[config.mk]
export PLATFORM = sky130hd
export DESIGN_NAME = alu_sequencer
export DESIGN_NICKNAME = d
export VERILOG_FILES = /design/src/rtl/alu_sequencer.sv
export SDC_FILE = /design/constraint.sdc
export NUM_CORES = 1
export LEC_CHECK = 0
export ABC_AREA = 0
export BUFFER_PORTS_ARGS = -buffer_cell sky130_fd_sc_hd__buf_2
export CAP_MARGIN = 25
export CORE_MARGIN = 2
export CORE_UTILIZATION = 48
export CTS_CLUSTER_DIAMETER = 60
export DETAILED_ROUTE_END_ITERATION = 7
export GPL_ROUTABILITY_DRIVEN = 0
export PLACE_DENSITY = 0.78
export SLEW_MARGIN = 20
export SYNTH_ARGS = -nofsm -noshare
export SYNTH_HDL_FRONTEND = slang
export SYNTH_SLANG_ARGS = --single-unit
[constraint.sdc]
create_clock -name i_clk -period 1.9 [get_ports i_clk]
set_input_delay 0.095 -clock i_clk [delete_from_list [all_inputs] [get_ports i_clk]]
set_output_delay 0.095 -clock i_clk [all_outputs]
set_load 0.005 [all_outputs]
[src/rtl/alu_sequencer.sv]
// alu_sequencer: collects A, B and opcode bytes, drives an external ALU, returns its result.
// Optional opcode validation with ALU_SEQUENCER_OPCHECK_EN.
module alu_sequencer #(
  parameter int BITS_DATA = 8,
  parameter int BITS_OP   = 6
) (
  input  logic                 i_clk,
  input  logic                 i_reset,
  input  logic [BITS_DATA-1:0] i_rx_data,
  input  logic                 i_rx_valid,
  output logic                 o_rx_ready,
  output logic [BITS_DATA-1:0] o_alu_a,
  output logic [BITS_DATA-1:0] o_alu_b,
  output logic [BITS_OP-1:0]   o_alu_op,
  input  logic [BITS_DATA-1:0] i_alu_result,
  output logic [BITS_DATA-1:0] o_tx_data,
  output logic                 o_tx_valid,
  input  logic                 i_tx_ready,
  output logic                 o_busy,
  output logic                 o_err
);
  typedef enum logic [2:0] {GET_A, GET_B, GET_OP, EXEC, SEND} state_t;
  state_t               r_state;
  logic [BITS_DATA-1:0] r_alu_a, r_alu_b, r_tx_data;
  logic [BITS_OP-1:0]   r_alu_op;
  logic                 r_rx_ready, r_tx_valid, r_busy, r_err;
  logic                 w_rx_fire, w_op_ok;
  logic [BITS_OP-1:0]   w_op;
  assign w_rx_fire = i_rx_valid & r_rx_ready;
  assign w_op      = i_rx_data[BITS_OP-1:0];
`ifdef ALU_SEQUENCER_OPCHECK_EN
  assign w_op_ok = (w_op == BITS_OP'(8'h20)) || (w_op == BITS_OP'(8'h22)) ||
                   (w_op == BITS_OP'(8'h24)) || (w_op == BITS_OP'(8'h25)) ||
                   (w_op == BITS_OP'(8'h26)) || (w_op == BITS_OP'(8'h03)) ||
                   (w_op == BITS_OP'(8'h02)) || (w_op == BITS_OP'(8'h27));
`else
  assign w_op_ok = 1'b1;
`endif
  always_ff @(posedge i_clk or posedge i_reset) begin
    if (i_reset) begin
      r_state    <= GET_A;
      r_alu_a    <= '0;
      r_alu_b    <= '0;
      r_alu_op   <= '0;
      r_tx_data  <= '0;
      r_tx_valid <= 1'b0;
      r_rx_ready <= 1'b1;
      r_busy     <= 1'b0;
      r_err      <= 1'b0;
    end else begin
      r_err <= 1'b0;
      case (r_state)
        GET_A: if (w_rx_fire) begin
          r_alu_a <= i_rx_data;
          r_busy  <= 1'b1;
          r_state <= GET_B;
        end
        GET_B: if (w_rx_fire) begin
          r_alu_b <= i_rx_data;
          r_state <= GET_OP;
        end
        GET_OP: if (w_rx_fire) begin
          if (w_op_ok) begin
            r_alu_op   <= w_op;
            r_rx_ready <= 1'b0;
            r_state    <= EXEC;
          end else begin
            r_err   <= 1'b1;
            r_busy  <= 1'b0;
            r_state <= GET_A;
          end
        end
        EXEC: begin
          r_tx_data  <= i_alu_result;
          r_tx_valid <= 1'b1;
          r_state    <= SEND;
        end
        SEND: if (i_tx_ready) begin
          r_tx_valid <= 1'b0;
          r_rx_ready <= 1'b1;
          r_busy     <= 1'b0;
          r_state    <= GET_A;
        end
        default: r_state <= GET_A;
      endcase
    end
  end
  assign o_rx_ready = r_rx_ready;
  assign o_alu_a    = r_alu_a;
  assign o_alu_b    = r_alu_b;
  assign o_alu_op   = r_alu_op;
  assign o_tx_data  = r_tx_data;
  assign o_tx_valid = r_tx_valid;
  assign o_busy     = r_busy;
  assign o_err      = r_err;
endmodule

==> results of run 1 <==
-- state kept, by name, summed over array words and instances, names as in the netlist --
| name | cells |
|---|---|
| o_tx_valid | 1 |
| o_busy | 1 |
| o_alu_b | 8 |
| r_state | 3 |
| o_rx_ready | 1 |
| o_tx_data | 8 |
| o_alu_op | 6 |
| o_alu_a | 8 |
-- per-layer routing --
metal | GRT usage [%] | part of all wire (%)
met5 | 0 | 0
met4 | 7.79 | 0.29
met3 | 4.59 | 5.6
met2 | 31.9 | 55
met1 | 18.3 | 39
-- logic make-up after synthesis --
group / Yosys count / share of synthesized area, %
flip-flops: 36 / 61.6
multiplexers: 31 / 25.9
buffers and inverters: 4 / 1.88
other: 1 / 0.256
AO/OA/AOI/OAI: 7 / 3.50
AND/OR/NAND/NOR: 16 / 6.84
-- layout by cell type, fill, tap and decap left out, types with 2 or more instances in the layout --
master	count
buf_2	52
dfrtp_1	35
mux2_2	23
dlygate4sd3_1	9
mux2_4	8
nand2_1	5
clkbuf_4	5
nand2b_1	3
nor2_2	2
nor2_1	2
o21a_1	2
o21ai_0	2
-- worst max-delay path, stage by stage (launching register included) --
cell and delay [ns]:
dfstp_2 0.58, nand3b_4 0.09, or3_1 0.57, mux2_4 0.39
-- layout make-up --
cell class,instances,area share (%)
clock inverters,1,0.265
multi-input cells,55,28.3
repair buffers,62,19.0
flip-flops and latches,36,47.8
clock buffers,6,2.19
inverters,1,0.199
well taps,33,2.19
-- final timing paths --
path / start / endpoint / cells after the start
hold reg to reg: o_busy / o_busy / 2
setup / recovery: o_rx_ready / o_alu_a[3] / 3
setup reg to reg: o_rx_ready / o_alu_a[3] / 3
min in group asynchronous: i_reset / o_alu_op[2] / 4
hold / removal: i_rx_data[5] / o_alu_a[5] / 2
max in group asynchronous: i_reset / o_rx_ready / 4
-- timing repair --
item / 4_1_cts / 5_1_grt
hold buffers: 9 / 0
setup endpoints to repair: 0 / 0
hold endpoints to repair: 43 / 0
-- synth_stat cells, types with 2 or more instances --
master / n / area share, %
o21a_1: 2 / 1.0
nor2_2: 2 / 0.85
nor2_1: 2 / 0.51
nand2b_1: 3 / 1.3
nand2_1: 5 / 1.3
dfrtp_1: 35 / 60
mux2_4: 8 / 8.2
o21ai_0: 2 / 0.68
mux2_2: 23 / 18
-- per-stage QoR --
| step | setup WS (ns) | instance area (um^2) | power, W |
|---|---|---|---|
| 2_1_floorplan | 0.369 | 1460 | 0.000816 |
| 5_1_grt | 0.105 | 1890 | 0.00127 |
| 4_1_cts | 0.155 | 1890 | 0.00123 |
| 3_5_place_dp | 0.159 | 1750 | 0.000854 |
| 6_report | 0.168 | 1890 | 0.00121 |
| 3_3_place_gp | 0.209 | 1750 | 0.000852 |
-- power breakdown --
| group | internal, W | switching, W |
|---|---|---|
| clock | 0.000136 | 0.000223 |
| combinational | 0.0000398 | 0.0000339 |
| sequential | 0.000774 | 0.00000477 |
==> results.md, run 1 <==
* Power Density at 643 mW/mm^2
* Worst relative slew slack at 63.2%
* Post-CTS sizing at 0
* Initial antenna violation count at 0
* Post-synthesis sequential area ratio at 61.6%
* Syn_nets at 115
* Max-cap viol count at 0
* Diodes inserted at 0
* Detail-routed via count per cell at 5.06
* Final Setup Violations at 0
* Die area at 0.00351 mm^2
* Die X at 59.2 um
* Num CTS Buffers at 5
* # nets final at 181
* Area occupied by multi-input gates at 534 um^2
* Final Util at 63.3%
* Clk root buf: clkbuf_4
* Startpoint class of the critical path: flop
* Clock net sink count at 36
* CTS clk-pin slew, worst paths at 0.10 ns
* Final Hold Vio Count at 0
* Yosys warnings at 0
* Async S/R FF share, synth at 100%
* CTS tree: done
* Worst hold margin at 0.0207 ns
* Pleak at 1.08 nW
* Mapped Area at 0.00146 mm^2
* Core box area at 0.00298 mm^2
* Port Buffers at 52
* HPWL Detailed at 1910 um
* TritonRoute pass-1 iters at 2
* Final period util at 91.1%
* Setup TNS at 0 ns
* CP Max Fanout at 9
* Crit path arrival time at 1.95 ns
* Status: complete, no violations
* # IOs at 54
* Seq. cell area at 902 um^2
* Routed WL at 2740 um
* Drt wl/cell at 14.1 um
* Syn Inst Count at 95
* Fillers at 250
* FMAX at 577 MHz
* Slew @ Worst Pin at 0.552 ns
* Reg-to-reg setup timing slack at 0.17 ns
* Area growth, synth to finish at 28.8%
* Placed instance count at 178
* RSZ-0062 raised after global routing: no
* Finished Layout Cells at 194
* CP required at 2.12 ns
* Register bit count reported by yosys at 36
* Crit end category: flop
* Top_reg_cell synth: dfrtp_1
* Initial DRC Count at 12
* Tmin final at 1.73 ns
* DR DRC count at 0
* Max VDD drop at 475 uV
* GRT Total Usage at 17.4%
* Synth unique cells at 22
* Max Slew Vio Count at 0
* First-pass GRT wire length at 4420 um
* Clk buf depth at 2
* Post-CTS setup buffers at 0
* Layout cells sized above 1 at 59.6%
* Min-Delay Path Class: input pin to flop
* EDFF count, synth at 0
* # rows at 20
* Routed vias at 982
* Syn avg cell area at 15.4 um^2
* Final ANT Viol Nets at 0
* Gr ovfl total at 0
* Die Y at 59.2 um
* Fin Clk Skew at 0.00924 ns
* Vias in the first global route at 1038
* Starting Density at 49.2%
* Worst-Skew Late Latency at 0.32 ns
* Largest net degree at the start of global routing at 37
* CP Class: flop to flop
* H-tree levels at 2
No activity file was read; power rests on OpenSTA's default activity.
==> inputs of run 2 (changes only) <==
==> constraint.sdc (replaced) <==
create_clock -name i_clk -period 1.9 [get_ports i_clk]
set_input_delay 0.285 -clock i_clk [delete_from_list [all_inputs] [get_ports i_clk]]
set_output_delay 0.285 -clock i_clk [all_outputs]
set_load 0.005 [all_outputs]
==> results.md, run 2 (synthesis results as in run 1) <==
* Status: complete, no violations (unchanged)
* Part of the power in the clock network at 33.2% (was 29.7%)
* Setup WS pre-CTS at 0.181 ns (was 0.159 ns)
* Power Density at 693 mW/mm^2 (was 643 mW/mm^2)
* DR DRC count at 0 (unchanged)
* Worst-Skew Late Latency at 0.34 ns (was 0.32 ns)
* Max-cap viol count at 0 (unchanged)
* CTS Hold Bufs at 0 (was 9)
* CP Max Fanout at 9 (unchanged)
* Num CTS Buffers at 5 (unchanged)
* Area growth, synth to finish at 23.7% (was 28.8%)
* Setup TNS at 0 ns (unchanged)
* FMAX at 577 MHz (about the same)
* Layout cells sized above 1 at 64.1% (was 59.6%)
* Gr ovfl total at 0 (unchanged)
* Die area at 0.00351 mm^2 (unchanged)
* CTS clk-pin slew, worst paths at 0.10 ns (about the same)
* Final ANT Viol Nets at 0 (unchanged)
* Slew @ Worst Pin at 0.524 ns (was 0.552 ns)
* Max Slew Vio Count at 0 (unchanged)
* Diodes inserted at 0 (unchanged)
* Routed vias at 928 (was 982)
* Clock net sink count at 36 (unchanged)
* Switching pwr at 0.000277 W (was 0.000262 W)
* Drt wl/cell at 13.6 um (was 14.1 um)
* Crit end category: flop (unchanged)
* Worst R2R Path Depth at 3 (unchanged)
* CP Class: flop to flop (unchanged)
* Final period util at 91.1% (about the same)
* Die Y at 59.2 um (unchanged)
* Port Buffers at 52 (unchanged)
* CTS tree: done (unchanged)
* Starting Density at 49.2% (unchanged)
* H-tree levels at 2 (unchanged)
* First-pass GRT wire length at 4130 um (was 4420 um)
* Post-CTS setup buffers at 0 (unchanged)
* RSZ-0062 raised after global routing: no (unchanged)
* Core box area at 0.00298 mm^2 (unchanged)
* # rows at 20 (unchanged)
* Internal at 0.000978 W (was 0.000950 W)
* Detail-routed via count per cell at 4.99 (was 5.06)
* # IOs at 54 (unchanged)
* Combinational share of power at 4.7% (was 6.1%)
* Final Setup Violations at 0 (unchanged)
* Reg-to-reg endpoint: o_alu_a[4] (was o_alu_a[3])
* CP required at 2.13 ns (was 2.12 ns)
* Reg-to-reg setup timing slack at 0.17 ns (about the same)
* Tmin final at 1.73 ns (about the same)
* Final worst slack at 0.168 ns (about the same)
* Final Hold Vio Count at 0 (unchanged)
* Die X at 59.2 um (unchanged)
* Most common cell after layout, fill and taps aside: buf_2 (unchanged)
* Crit path arrival time at 1.96 ns (was 1.95 ns)
* Fillers at 272 (was 250)
* Pleak at 1.05 nW (was 1.08 nW)
* Seq pwr share at 62.1% (was 64.3%)
* Routed WL at 2520 um (was 2740 um)
* Fin Clk Skew at 0.00825 ns (was 0.00924 ns)
* Post-CTS sizing at 0 (unchanged)
* Clk buf depth at 2 (unchanged)
* Clk root buf: clkbuf_4 (unchanged)
* Commonest non-fill, non-tap cells in the layout: buf_2 (52), dfrtp_1 (35), mux2_2 (23) (unchanged)
* Largest net degree at the start of global routing at 37 (unchanged)
* Critical R2R Launch: o_rx_ready (unchanged)
* Initial DRC Count at 18 (was 12)
* Max VDD drop at 412 uV (was 475 uV)
* # nets final at 172 (was 181)
* Worst relative slew slack at 65.1% (was 63.2%)
* HPWL Detailed at 1920 um (was 1910 um)
* GRT Total Usage at 16.5% (was 17.4%)
* Startpoint class of the critical path: flop (unchanged)
* Vias in the first global route at 926 (was 1038)
* Min-Delay Path Class: input pin to async pin (was input pin to flop)
* Final Total Pwr at 0.00125 W (was 0.00121 W)
* Initial antenna violation count at 0 (unchanged)
* TritonRoute pass-1 iters at 4 (was 2)
* Sw frac at 22.1% (was 21.6%)
[run 2: changes by cell type in the layout (fill, tap and decap cells not counted)]
cell / change
dlygate4sd3_1: -9
clkbuf_1: -1
clkbuf_8: +1
clkinv_2: +1
[run 2: final cells by class]
type / instances / area (um^2) / share of cell area, %
repair buffers: 53 / 268 / 14.8
multi-input cells: 55 / 534 / 29.5
clock buffers: 6 / 51.3 / 2.83
flip-flops and latches: 36 / 902 / 49.8
clock inverters: 2 / 10.0 / 0.553
inverters: 1 / 3.75 / 0.207
well taps: 33 / 41.3 / 2.28
[run 2: per-stage QoR]
stage | util, % | hold WS (ns) | instance area (um^2) | instances
2_1_floorplan | - | 0.434 | 1460 | 95
3_3_place_gp | 58.7 | 0.402 | 1750 | 178
3_5_place_dp | 58.7 | 0.405 | 1750 | 178
4_1_cts | 60.8 | 0.0271 | 1810 | 186
5_1_grt | 60.8 | 0.0423 | 1810 | 186
6_report | 60.8 | 0.0218 | 1810 | 186
[run 2: layer usage]
metal | wire, um | track usage, % | vias up | part of all wire [%]
li1 | - | - | 444 | -
met5 | 0 | 0 | - | 0
met2 | 1190 | 25.7 | 42 | 47
met4 | 28 | 8.77 | 0 | 1.1
met1 | 1110 | 21.2 | 439 | 44
met3 | 198 | 4.15 | 3 | 7.9
[run 2: critical path, stage by stage, from the launching register on]
cell and delay, ns:
dfstp_2 0.59, nand3b_4 0.10, or3_1 0.55, mux2_4 0.38
[run 2: power by group through the flow]
stage                     combinational (W)  clock [W]  sequential [W]
final                             0.0000589   0.000417        0.000779
after CTS                         0.0000611   0.000431        0.000779
after detailed placement          0.0000612          0        0.000793
after floorplan                   0.0000217          0        0.000794
after global routing              0.0000672   0.000466        0.000781
after global placement            0.0000587          0        0.000793
[run 2: how the worst max path moves through the flow]
stage                           from         end  slack (ns)  cells past startpoint
final                     o_rx_ready  o_alu_a[4]        0.17                      3
after global routing      o_rx_ready  o_alu_a[4]        0.12                      3
after CTS                 o_rx_ready  o_alu_a[4]        0.15                      3
after detailed placement  o_rx_ready  o_alu_a[6]        0.18                      3
after global placement    o_rx_ready  o_alu_a[2]        0.21                      3
after floorplan           o_rx_ready  o_alu_a[0]        0.37                      4
==> inputs of run 3 (changes only) <==
- CTS_BUF_LIST: not set -> sky130_fd_sc_hd__clkbuf_16
==> results.md, run 3 (synthesis results as in run 1) <==
* Status: complete, no violations (unchanged)
* Area growth, synth to finish at 29.0% (was 23.7%)
* Switching pwr at 0.000305 W (was 0.000277 W)
* Sw frac at 19.3% (was 22.1%)
* CTS tree: done (unchanged)
* Worst R2R Path Depth at 3 (unchanged)
* Startpoint class of the critical path: flop (unchanged)
* Num CTS Buffers at 5 (unchanged)
* Max-cap viol count at 0 (unchanged)
* Reg-to-reg endpoint: o_alu_a[4] (unchanged)
* CP delay by family, top: simple AND/OR/NAND/NOR gates (unchanged)
* DR DRC count at 0 (unchanged)
* Clock net sink count at 36 (unchanged)
* Max Slew Vio Count at 0 (unchanged)
* Crit path from: o_rx_ready (unchanged)
* TritonRoute pass-1 iters at 4 (unchanged)
* # rows at 20 (unchanged)
* WP depth at 3 (unchanged)
* Crit-path slowest cell: dfstp_2 (unchanged)
* Critical Path, Cell by Cell: nand3b_4 -> or3_1 -> mux2_4 (unchanged)
* Crit path arrival time at 1.88 ns (was 1.96 ns)
* Internal at 0.00128 W (was 0.000978 W)
* Critical R2R Launch: o_rx_ready (unchanged)
* HPWL Detailed at 1920 um (unchanged)
* Worst relative slew slack at 65.2% (was 65.1%)
* Max VDD drop at 572 uV (was 412 uV)
* Initial antenna violation count at 0 (unchanged)
* Crit end category: flop (unchanged)
* Final ANT Viol Nets at 0 (unchanged)
* Post-CTS setup buffers at 0 (unchanged)
* Fillers at 258 (was 272)
* Max stage delay on crit path at 0.58 ns (was 0.59 ns)
* Gr ovfl total at 0 (unchanged)
* CP required at 2.05 ns (was 2.13 ns)
* Part of the power in the clock network at 47.0% (was 33.2%)
* Reg-to-reg setup timing slack at 0.17 ns (about the same)
* Port Buffers at 52 (unchanged)
* Layout cells sized above 1 at 63.4% (was 64.1%)
* Final Util at 63.4% (was 60.8%)
* Slew @ Worst Pin at 0.523 ns (was 0.524 ns)
* Final Hold Vio Count at 0 (unchanged)
* Die X at 59.2 um (unchanged)
* First-pass GRT wire length at 4150 um (was 4130 um)
* Clk root buf: clkbuf_16 (was clkbuf_4)
* Clk buf depth at 2 (unchanged)
* Routed vias at 932 (was 928)
* CP Class: flop to flop (unchanged)
* Largest net degree at the start of global routing at 37 (unchanged)
* CTS clk-pin slew, worst paths at 0.05 ns (was 0.10 ns)
* Die Y at 59.2 um (unchanged)
* CP Max Fanout at 9 (unchanged)
* Core box area at 0.00298 mm^2 (unchanged)
* Vias in the first global route at 919 (was 926)
* Routed WL at 2560 um (was 2520 um)
* Final period util at 90.8% (was 91.1%)
* Drt wl/cell at 13.8 um (was 13.6 um)
* Initial DRC Count at 17 (was 18)
* Fin Clk Skew at 0.00394 ns (was 0.00825 ns)
* Starting Density at 49.2% (unchanged)
* # nets final at 172 (unchanged)
* Setup TNS at 0 ns (unchanged)
* Power Density at 839 mW/mm^2 (was 693 mW/mm^2)
* CTS Hold Bufs at 0 (unchanged)
* Seq pwr share at 49.3% (was 62.1%)
* Tmin final at 1.73 ns (about the same)
* GRT Total Usage at 16.6% (was 16.5%)
* Combinational share of power at 3.7% (was 4.7%)
* Buf+Inv Stages, Crit Path at 0 (unchanged)
* Min-Delay Path Class: input pin to async pin (unchanged)
* Commonest non-fill, non-tap cells in the layout: buf_2 (52), dfrtp_1 (35), mux2_2 (23) (unchanged)
* Post-CTS sizing at 0 (unchanged)
* Worst-Skew Late Latency at 0.27 ns (was 0.34 ns)
* Finished Layout Cells at 186 (unchanged)
* Die area at 0.00351 mm^2 (unchanged)
* # IOs at 54 (unchanged)
* H-tree levels at 2 (unchanged)
* Placed instance count at 178 (unchanged)
* Most common cell after layout, fill and taps aside: buf_2 (unchanged)
* Detail-routed via count per cell at 5.01 (was 4.99)
* FMAX at 579 MHz (was 577 MHz)
* RSZ-0062 raised after global routing: no (unchanged)
* Final Total Pwr at 0.00158 W (was 0.00125 W)
* Diodes inserted at 0 (unchanged)
* Pleak at 1.08 nW (was 1.05 nW)
* Final Setup Violations at 0 (unchanged)
[run 3: cell types whose count changed in the layout (fill, tap and decap cells not counted)]
cell / before / now
clkbuf_4: 5 / 0
clkbuf_8: 1 / 0
clkbuf_16: 0 / 5
clkinv_1: 0 / 1
[run 3: worst max path at each step]
stage	end	slack, ns
after floorplan	o_alu_a[0]	0.37
after global placement	o_alu_a[2]	0.21
after detailed placement	o_alu_a[6]	0.18
after CTS	o_alu_a[4]	0.16
after global routing	o_alu_a[2]	0.13
final	o_alu_a[4]	0.17
[run 3: cell type report]
class                           instances  area (um^2)  area share, %
Multi-Input combinational cell         55          534           28.3
Sequential cell                        36          902           47.8
Clock buffer                            5          125           6.63
Timing Repair Buffer                   53          268           14.2
Clock inverter                          3         13.8          0.729
Tap cell                               33         41.3           2.19
Inverter                                1         3.75          0.199
[run 3: per-layer routing]
metal | wire length [um] | vias up | track usage, %
met2 | 1240 | 41 | 26.7
met5 | 0 | - | 0
met1 | 1110 | 444 | 20.9
met3 | 174 | 4 | 4.80
li1 | - | 443 | -
met4 | 30 | 0 | 6.82
[run 3: power by group through the flow]
stage | Sequential (W) | Combinational, W | Clock [W]
2_1_floorplan | 0.000794 | 0.0000217 | 0
3_3_place_gp | 0.000793 | 0.0000587 | 0
3_5_place_dp | 0.000793 | 0.0000612 | 0
4_1_cts | 0.000781 | 0.0000611 | 0.000768
5_1_grt | 0.000782 | 0.0000673 | 0.000799
6_report | 0.000781 | 0.0000591 | 0.000744
[run 3: per-stage QoR]
stage	instance area [um^2]	setup slack, ns	hold WS (ns)
global route	1890	0.126	0.139
global placement	1750	0.212	0.402
floorplan	1460	0.369	0.434
detailed placement	1750	0.181	0.405
finish	1890	0.174	0.100
CTS	1890	0.164	0.116
[run 3: tightest hold or removal path, cell delays in order]
cell and delay, ns:
buf_2 0.09, inv_1 0.04, buf_4 0.38
